<file path="src/rtl/block_interleaver.sv">
// rtl/block_interleaver.sv - ROWS x COLS block (de)interleaver, ping-pong banks, flush; INTLV_FLUSH_PAD_EN adds zero-padded final frame
module block_interleaver #(
  parameter int ROWS = 4,
  parameter int COLS = 4,
  parameter int W    = 1,
  parameter int MODE = 1
) (
  input  logic         clk,
  input  logic         rst,
  input  logic         in_valid,
  input  logic [W-1:0] in_data,
  input  logic         flush,
  output logic         out_valid,
  output logic [W-1:0] out_data,
  output logic         out_sof,
  output logic         busy
);

  localparam int N  = ROWS * COLS;
  localparam int AW = $clog2(N);
  localparam logic [AW-1:0] LAST = AW'(N - 1);

  typedef enum logic [1:0] {S_FILL, S_STREAM, S_FLUSH} state_t;

  state_t        state, state_nx;
  logic [AW-1:0] wcnt, wcnt_nx;
  logic [AW-1:0] rcnt, rcnt_nx;
  logic          wb, wb_nx;
  logic          pad_ph, pad_ph_nx;

  logic          wr_en;
  logic          rd_en;
  logic          rd_bank;
  logic          rd_zero;
  logic [AW-1:0] rd_addr;

  logic [W-1:0]  mem0 [N];
  logic [W-1:0]  mem1 [N];

  // Read index to storage address; data is always written row-major.
  function automatic logic [AW-1:0] perm(input logic [AW-1:0] r);
    int ri;
    int a;
    ri = int'(r);
    if (MODE == 0) a = (ri % ROWS) * COLS + ri / ROWS;
    else           a = (ri % COLS) * ROWS + ri / COLS;
    return a[AW-1:0];
  endfunction

  assign rd_addr = perm(rcnt);
  assign busy    = (state == S_FLUSH);

  // State, counters and bank select.
  always_ff @(posedge clk or negedge rst) begin
    if (!rst) begin
      state  <= S_FILL;
      wcnt   <= '0;
      rcnt   <= '0;
      wb     <= 1'b0;
      pad_ph <= 1'b0;
    end else begin
      state  <= state_nx;
      wcnt   <= wcnt_nx;
      rcnt   <= rcnt_nx;
      wb     <= wb_nx;
      pad_ph <= pad_ph_nx;
    end
  end

  // Next state: accept the input symbol first, then act on flush.
  always_comb begin
    state_nx  = state;
    wcnt_nx   = wcnt;
    rcnt_nx   = rcnt;
    wb_nx     = wb;
    pad_ph_nx = pad_ph;
    wr_en     = 1'b0;
    rd_en     = 1'b0;
    rd_bank   = ~wb;
    rd_zero   = 1'b0;
    case (state)
      S_FILL: begin
        if (in_valid) begin
          wr_en = 1'b1;
          if (wcnt == LAST) begin
            wcnt_nx  = '0;
            wb_nx    = ~wb;
            state_nx = S_STREAM;
          end else begin
            wcnt_nx = wcnt + AW'(1);
          end
        end
        if (flush) begin
          if (state_nx == S_STREAM) begin
            // The symbol just completed a frame: drain it whole.
            state_nx  = S_FLUSH;
            pad_ph_nx = 1'b0;
          end else if (wcnt_nx != '0) begin
`ifdef INTLV_FLUSH_PAD_EN
            state_nx  = S_FLUSH;
            pad_ph_nx = 1'b1;
            rcnt_nx   = '0;
`else
            // Partial frame with nothing to pad it into: discard.
            wcnt_nx = '0;
            wb_nx   = 1'b0;
`endif
          end
        end
      end
      S_STREAM: begin
        if (in_valid) begin
          wr_en = 1'b1;
          rd_en = 1'b1;
          if (wcnt == LAST) begin
            wcnt_nx = '0;
            rcnt_nx = '0;
            wb_nx   = ~wb;
          end else begin
            wcnt_nx = wcnt + AW'(1);
            rcnt_nx = rcnt + AW'(1);
          end
        end
        if (flush) begin
          state_nx  = S_FLUSH;
          pad_ph_nx = 1'b0;
        end
      end
      S_FLUSH: begin
        rd_en = 1'b1;
        if (pad_ph) begin
          // Partial write frame: unwritten addresses read as zero.
          rd_bank = wb;
          rd_zero = (rd_addr >= wcnt);
        end
        if (rcnt == LAST) begin
          rcnt_nx = '0;
`ifdef INTLV_FLUSH_PAD_EN
          if (!pad_ph && wcnt != '0) begin
            pad_ph_nx = 1'b1;
          end else begin
            state_nx  = S_FILL;
            wcnt_nx   = '0;
            wb_nx     = 1'b0;
            pad_ph_nx = 1'b0;
          end
`else
          state_nx  = S_FILL;
          wcnt_nx   = '0;
          wb_nx     = 1'b0;
          pad_ph_nx = 1'b0;
`endif
        end else begin
          rcnt_nx = rcnt + AW'(1);
        end
      end
      default: begin
        state_nx = S_FILL;
      end
    endcase
  end

  // Symbol storage, intentionally not reset.
  always_ff @(posedge clk) begin
    if (wr_en) begin
      if (wb) mem1[wcnt] <= in_data;
      else    mem0[wcnt] <= in_data;
    end
  end

  // Registered output: one cycle after the read.
  always_ff @(posedge clk or negedge rst) begin
    if (!rst) begin
      out_valid <= 1'b0;
      out_data  <= '0;
      out_sof   <= 1'b0;
    end else begin
      out_valid <= rd_en;
      out_sof   <= rd_en && (rcnt == '0);
      if (rd_en) begin
        if (rd_zero)      out_data <= '0;
        else if (rd_bank) out_data <= mem1[rd_addr];
        else              out_data <= mem0[rd_addr];
      end
    end
  end

endmodule
</file>
<file path="config.mk">
export PLATFORM = sky130hd
export DESIGN_NAME = block_interleaver
export DESIGN_NICKNAME = d
export VERILOG_FILES = /design/src/rtl/block_interleaver.sv
export SDC_FILE = /design/constraint.sdc
export NUM_CORES = 1
export LEC_CHECK = 0
export CAP_MARGIN = 30
export CORE_MARGIN = 2
export CORE_UTILIZATION = 55
export CTS_CLUSTER_DIAMETER = 30
export DETAILED_ROUTE_END_ITERATION = 7
export PLACE_DENSITY = 0.73
export SKIP_LAST_GASP = 1
export SYNTH_ARGS = -nofsm -noshare
export SYNTH_HDL_FRONTEND = slang
export SYNTH_SLANG_ARGS = --single-unit
</file>
<file path="constraint.sdc">
create_clock -name clk -period 2.14 [get_ports clk]
set_input_delay 0.428 -clock clk [delete_from_list [all_inputs] [get_ports clk]]
set_output_delay 0.428 -clock clk [all_outputs]
set_load 0.05 [all_outputs]
</file>
==> results of run 1 <==
==> logic make-up after synthesis <==
logic type	after synthesis	synth area share [%]
and+or+nand+nor	91	18.9
DFF	46	53.0
AOI/OAI and AO/OA	44	11.4
muxes	20	8.09
buffers and inverters	19	3.49
adders and majority gates	10	5.06
==> area by class of cell <==
class | count | area, um2 | share of cell area [%]
flip-flops and latches | 46 | 1310 | 47.3
clock buffers | 7 | 76.3 | 2.76
clock inverters | 1 | 30.0 | 1.08
well taps | 52 | 65.1 | 2.35
repair buffers | 19 | 185 | 6.68
multi-input cells | 165 | 1080 | 38.8
inverters | 7 | 26.3 | 0.949
==> per-stage QoR <==
| stage | hold WS [ns] | instances |
|---|---|---|
| 5_1_grt | 0.556 | 297 |
| 6_report | 0.518 | 297 |
| 3_5_place_dp | 0.572 | 289 |
| 4_1_cts | 0.543 | 297 |
| 2_1_floorplan | 0.132 | 230 |
| 3_3_place_gp | 0.564 | 289 |
==> layout by cell type (no fill, tap or decap), types with 3 or more instances in the layout <==
cell	n
nand2b_1	5
nor3_1	8
clkbuf_8	5
and3_1	3
nor2_1	21
mux2i_1	20
o21ai_0	8
edfxtp_1	32
nor2b_1	6
buf_4	10
dfrtp_1	14
nand2_1	16
and2_1	16
nand3_1	6
a21oi_1	15
a22o_1	3
clkdlybuf4s50_1	7
nand4_1	4
inv_1	7
ha_1	10
==> routing by layer <==
layer	up-vias	global-route usage (%)	wire length (um)
met3	8	5.27	297
li1	860	-	-
met5	-	0	0
met2	55	31.3	2200
met4	0	9.01	82
met1	820	29.0	2190
==> worst max-delay path: cells and delay by family, from the launching register on <==
family                   cells  cell delay (ns)
adder cells (fa/ha/maj)      1             0.25
AND/OR/NAND/NOR              3             0.79
buffers and inverters        1             0.12
AO/OA/AOI/OAI                1             0.13
flip-flops                   1             0.44
==> state kept, by name, indices dropped and copies added (netlist names) <==
name,cells
mem0,16
mem1,16
rcnt,4
wcnt,4
state,2
out_data,1
out_sof,1
out_valid,1
wb,1
==> final timing paths <==
| check | startpoint | to | depth (start not counted) |
|---|---|---|---|
| worst max register to register | state[1] | mem1[2] | 6 |
| worst min register to register | out_data | out_data | 2 |
| worst max-delay path | state[1] | mem1[2] | 6 |
| max in group asynchronous | rst | wcnt[2] | 1 |
| worst min-delay path | rst | wcnt[3] | 1 |
| min in group clk | out_data | out_data | 2 |
==> synthesized netlist by cell type <==
cell type,instances,area share (%)
nand3_1,6,1.2
ha_1,10,5.1
clkbuf_1,7,1.1
a32o_1,1,0.40
a21oi_1,15,3.0
and3_1,3,0.76
or2_2,1,0.25
a31oi_1,1,0.25
a22o_1,3,1.1
nand4_1,4,1.0
a21o_1,2,0.61
or3b_1,1,0.35
buf_2,3,0.61
o211ai_1,1,0.30
o21ai_0,8,1.6
o21a_1,1,0.30
dfrtp_1,14,14
and4_1,1,0.35
nor2_1,21,3.2
mux2i_1,20,8.1
buf_4,1,0.30
and2_1,16,4.0
a41oi_1,1,0.35
nor3_2,1,0.40
o31ai_1,1,0.30
o221ai_1,1,0.35
nor3_1,8,1.6
buf_6,1,0.46
nand2b_1,5,1.3
a211oi_1,2,0.61
a22oi_1,2,0.61
o22ai_1,2,0.51
nand2_1,16,2.4
nor4_1,2,0.51
inv_1,7,1.1
nor2b_1,6,1.5
a311o_1,1,0.40
edfxtp_1,32,39
o21ai_2,1,0.35
o2bb2ai_1,1,0.35
==> power breakdown <==
| part | leakage [nW] | internal (W) | switching (W) | total [W] |
|---|---|---|---|---|
| combinational | 0.604 | 0.000284 | 0.000409 | 0.000693 |
| sequential | 0.477 | 0.000996 | 0.0000531 | 0.00105 |
| clock | 0.0524 | 0.000350 | 0.000284 | 0.000633 |
| total | 1.13 | 0.00163 | 0.000745 | 0.00238 |
==> impl_metrics.env, run 1 <==
export IMPL_synth_seq_cells=46
export IMPL_post_place_ws_ns=0.0446
export IMPL_critPathMaxFanout=6
export IMPL_fin_nets=259
export IMPL_clockBufferDepth=2
export IMPL_initialDrtViolationCount=144
export IMPL_drive_above_1_share_pct=8.57
export IMPL_cts_sinks=46
export IMPL_startpoint_type="register"
export IMPL_start_util_pct=56.8
export IMPL_ys_types=40
export IMPL_root_buffer="clkbuf_8"
export IMPL_wl_per_cell_um=16.1
export IMPL_core_mm2=0.00435
export IMPL_ctsHoldBuffers=0
export IMPL_synthCells=230
export IMPL_area_growth_pct=12.0
export IMPL_outcome="complete, no violations"
export IMPL_ant_nets=0
export IMPL_total_power_w=0.00238
export IMPL_globalRouteTotalUtil_pct=20.9
export IMPL_antenna_found_initial=0
export IMPL_required_ns=2.16
export IMPL_drv_cap=0
export IMPL_drc=0
export IMPL_fin_area_mm2=0.00277
export IMPL_synth_area_mm2=0.00247
export IMPL_overflow=0
export IMPL_die_w_um=71.1
export IMPL_max_slew_margin_pct=57.2
export IMPL_final_core_util_pct=63.6
export IMPL_place_gp_congestion=0.843
export IMPL_p_leak_nw=1.13
export IMPL_cts_tree="built"
export IMPL_vias=1743
export IMPL_die_h_um=71.1
export IMPL_hold_path_class="in -> async"
export IMPL_dpl_cell_area_mm2=0.00266
export IMPL_dp_hpwl_mm=3.38
export IMPL_crit_chain="inv_1 -> ha_1 -> o21ai_0 -> or2_2 -> nor3_1 -> and2_1"
export IMPL_ys_seq_area_share_pct=53.0
export IMPL_power_density_mw_per_mm2=857
export IMPL_finalCriticalPeriod_ns=2.01
export IMPL_timing_final_max_slew_violations=0
export IMPL_fmax_mhz=498
export IMPL_post_cts_buffers=0
export IMPL_grt_first_pass_wirelength_mm=7.97
export IMPL_syn_num_nets=245
export IMPL_cts_resized=0
export IMPL_port_buffers=8
export IMPL_final_period_utilization_pct=93.8
export IMPL_hold_viol_final=0
export IMPL_dr_pass1_iters=4
export IMPL_htreeDepth=2
export IMPL_first_global_vias=1614
export IMPL_rsz0062_at_grt="false"
export IMPL_die_area_mm2=0.00505
export IMPL_rows=24
export IMPL_n_antenna_cell=0
export IMPL_cts_buffers=5
export IMPL_clock_latency_ns=0.30
export IMPL_crit_slowest_cell="dfrtp_1"
export IMPL_arrival_ns=2.02
export IMPL_yosysWarnings=0
export IMPL_critPathKind="reg -> reg"
export IMPL_peakVddDrop_mv=0.408
export IMPL_routed_via_density=5.87
export IMPL_drt_total_wl_mm=4.77
export IMPL_tns_ns=0
export IMPL_cts_clk_slew_worst_paths_ns=0.09
export IMPL_n_fill_cell=341
export IMPL_cp_end_kind="register"
export IMPL_cp_slowest_stage_delay_ns=0.44
export IMPL_rrSetupSlack_ns=0.13
export IMPL_grt_max_degree=33
export IMPL_fin_skew_ns=0.00705
export IMPL_finalSetupViolations=0
export IMPL_io_pins=9
export IMPL_worstMarginPinSlew_ns=0.639
export IMPL_postSynthAreaPerCell_um2=10.8
export IMPL_setup_ws_ns=0.133
No activity file was read; power rests on OpenSTA's default activity.
==> run 2, diff against run 1 <==
--- a/config.mk
+++ b/config.mk
@@ -7,10 +7,10 @@
 export LEC_CHECK = 0
 export CAP_MARGIN = 30
 export CORE_MARGIN = 2
-export CORE_UTILIZATION = 55
+export CORE_UTILIZATION = 50
 export CTS_CLUSTER_DIAMETER = 30
 export DETAILED_ROUTE_END_ITERATION = 7
-export PLACE_DENSITY = 0.73
+export PLACE_DENSITY = 0.67
 export SKIP_LAST_GASP = 1
 export SYNTH_ARGS = -nofsm -noshare
 export SYNTH_HDL_FRONTEND = slang
==> impl_metrics.env, run 2 (same netlist as run 1, synthesis figures left out) <==
export IMPL_r2r_end="mem1[11]"
export IMPL_dpl_cell_area_mm2=0.00267
export IMPL_cts_clk_slew_worst_paths_ns=0.08
export IMPL_regArea_mm2=0.00131
export IMPL_worstMarginPinSlew_ns=0.685
export IMPL_multi_input_area_mm2=0.00108
export IMPL_pwr_share_clk_pct=22.2
export IMPL_crit_slowest_cell="dfrtp_1"
export IMPL_comb_power_share_pct=30.2
export IMPL_cts_tree="built"
export IMPL_antenna_found_initial=0
export IMPL_finalSetupViolations=0
export IMPL_path_delay_family="simple AND/OR/NAND/NOR gates"
export IMPL_dr_pass1_iters=4
export IMPL_crit_buf_inv=1
export IMPL_die_area_mm2=0.00553
export IMPL_fin_nets=257
export IMPL_htreeDepth=2
export IMPL_critPathMaxFanout=6
export IMPL_clock_latency_ns=0.29
export IMPL_dp_hpwl_mm=3.36
export IMPL_n_fill_cell=425
export IMPL_ant_nets=0
export IMPL_fin_cells=309
export IMPL_critPathKind="reg -> reg"
export IMPL_die_w_um=74.3
export IMPL_globalRouteTotalUtil_pct=19.5
export IMPL_clockBufferDepth=2
export IMPL_rrSetupSlack_ns=0.1
export IMPL_die_h_um=74.3
export IMPL_peakVddDrop_mv=0.388
export IMPL_root_buffer="clkbuf_8"
export IMPL_required_ns=2.15
export IMPL_drv_cap=0
export IMPL_final_common_cell="edfxtp_1"
export IMPL_core_mm2=0.00475
export IMPL_n_antenna_cell=0
export IMPL_area_growth_pct=11.2
export IMPL_ctsHoldBuffers=0
export IMPL_cp_end_kind="register"
export IMPL_r2r_start="state[0]"
export IMPL_hold_viol_final=0
export IMPL_cts_sinks=46
export IMPL_timing_final_max_slew_violations=0
export IMPL_post_cts_buffers=0
export IMPL_first_global_vias=1675
export IMPL_grt_first_pass_wirelength_mm=7.99
export IMPL_final_cell_mix="edfxtp_1 (32), nor2_1 (21), mux2i_1 (20), nand2_1 (16), and2_1 (16)"
export IMPL_drt_total_wl_mm=4.70
export IMPL_final_period_utilization_pct=95.3
export IMPL_routed_via_density=5.50
export IMPL_reg2reg_depth=6
export IMPL_fin_area_mm2=0.00275
export IMPL_crit_chain="inv_1 -> ha_1 -> o21ai_0 -> or2_2 -> nor2_1 -> and2_1"
export IMPL_seq_power_share_pct=47.6
export IMPL_arrival_ns=2.05
export IMPL_p_leak_nw=1.12
export IMPL_port_buffers=8
export IMPL_overflow=0
export IMPL_start_util_pct=52.0
export IMPL_max_slew_margin_pct=54.2
export IMPL_finalCriticalPeriod_ns=2.04
export IMPL_drive_above_1_share_pct=8.68
export IMPL_tns_ns=0
export IMPL_fmax_mhz=490
export IMPL_grt_max_degree=33
export IMPL_rows=25
export IMPL_hold_path_class="in -> async"
export IMPL_cp_slowest_stage_delay_ns=0.46
export IMPL_p_int_w=0.00149
export IMPL_rsz0062_at_grt="false"
export IMPL_top_regs="mem0 (16), mem1 (16)"
export IMPL_power_switching_share_pct=32.9
export IMPL_final_core_util_pct=57.9
export IMPL_wl_per_cell_um=15.2
export IMPL_power_density_mw_per_mm2=808
export IMPL_fin_skew_ns=0.00360
export IMPL_p_switching_w=0.000731
export IMPL_outcome="complete, no violations"
export IMPL_drc=0
export IMPL_dp_cells=302
export IMPL_startpoint_type="register"
export IMPL_vias=1701
export IMPL_cts_buffers=5
export IMPL_io_pins=9
export IMPL_place_gp_congestion=0.870
export IMPL_initialDrtViolationCount=138
[run 2: cell types whose count changed in the layout (fill, tap and decap cells not counted), sizes merged]
cell / delta
bufinv: -1
clkinv: +2
buf: -2
clkbuf: -2
[run 2: routing by layer]
metal  share of wire, %  up-vias  GRT usage [%]
met5                  0        -              0
met4               0.83        0           5.56
met3                3.8        2           4.88
met2                 47       27           31.2
met1                 48      814           26.6
li1                   -      858              -
[run 2: worst max-delay path by stage]
stage	slack, ns	endpoint	cells past startpoint	startpoint
after global placement	0.06	wcnt[2]	7	in_valid
after floorplan	0.15	wcnt[1]	6	state[0]
after CTS	0.09	mem1[2]	6	state[0]
after global routing	0.02	mem1[11]	6	state[0]
after detailed placement	0.05	mem1[2]	5	in_valid
final	0.1	mem1[11]	6	state[0]
[run 2: metrics by stage]
| step | power, W | hold slack, ns | setup WS (ns) |
|---|---|---|---|
| after global routing | 0.00235 | 0.616 | 0.0215 |
| after global placement | 0.00174 | 0.567 | 0.0615 |
| after detailed placement | 0.00174 | 0.558 | 0.0454 |
| after CTS | 0.00223 | 0.566 | 0.0922 |
| final | 0.00222 | 0.547 | 0.0999 |
| after floorplan | 0.00153 | 0.132 | 0.149 |
[run 2: power by group through the flow]
stage                     registers, W  clock network, W  logic, W
after floorplan                0.00106                 0  0.000469
after global placement         0.00108                 0  0.000661
final                          0.00106          0.000493  0.000671
after CTS                      0.00106          0.000504  0.000669
after global routing           0.00107          0.000536  0.000750
after detailed placement       0.00108                 0  0.000667
[run 2: layout make-up]
cell class | count | area share (%)
inverters | 7 | 0.955
multi-input cells | 165 | 39.3
repair buffers | 17 | 6.18
clock inverters | 2 | 0.364
well taps | 67 | 3.05
flip-flops and latches | 46 | 47.7
clock buffers | 5 | 2.50
[run 2: what timing repair did]
action,in CTS,in global routing
gates resized for setup,0,1
endpoints found under the setup margin,0,4
endpoints found under the hold margin,0,0
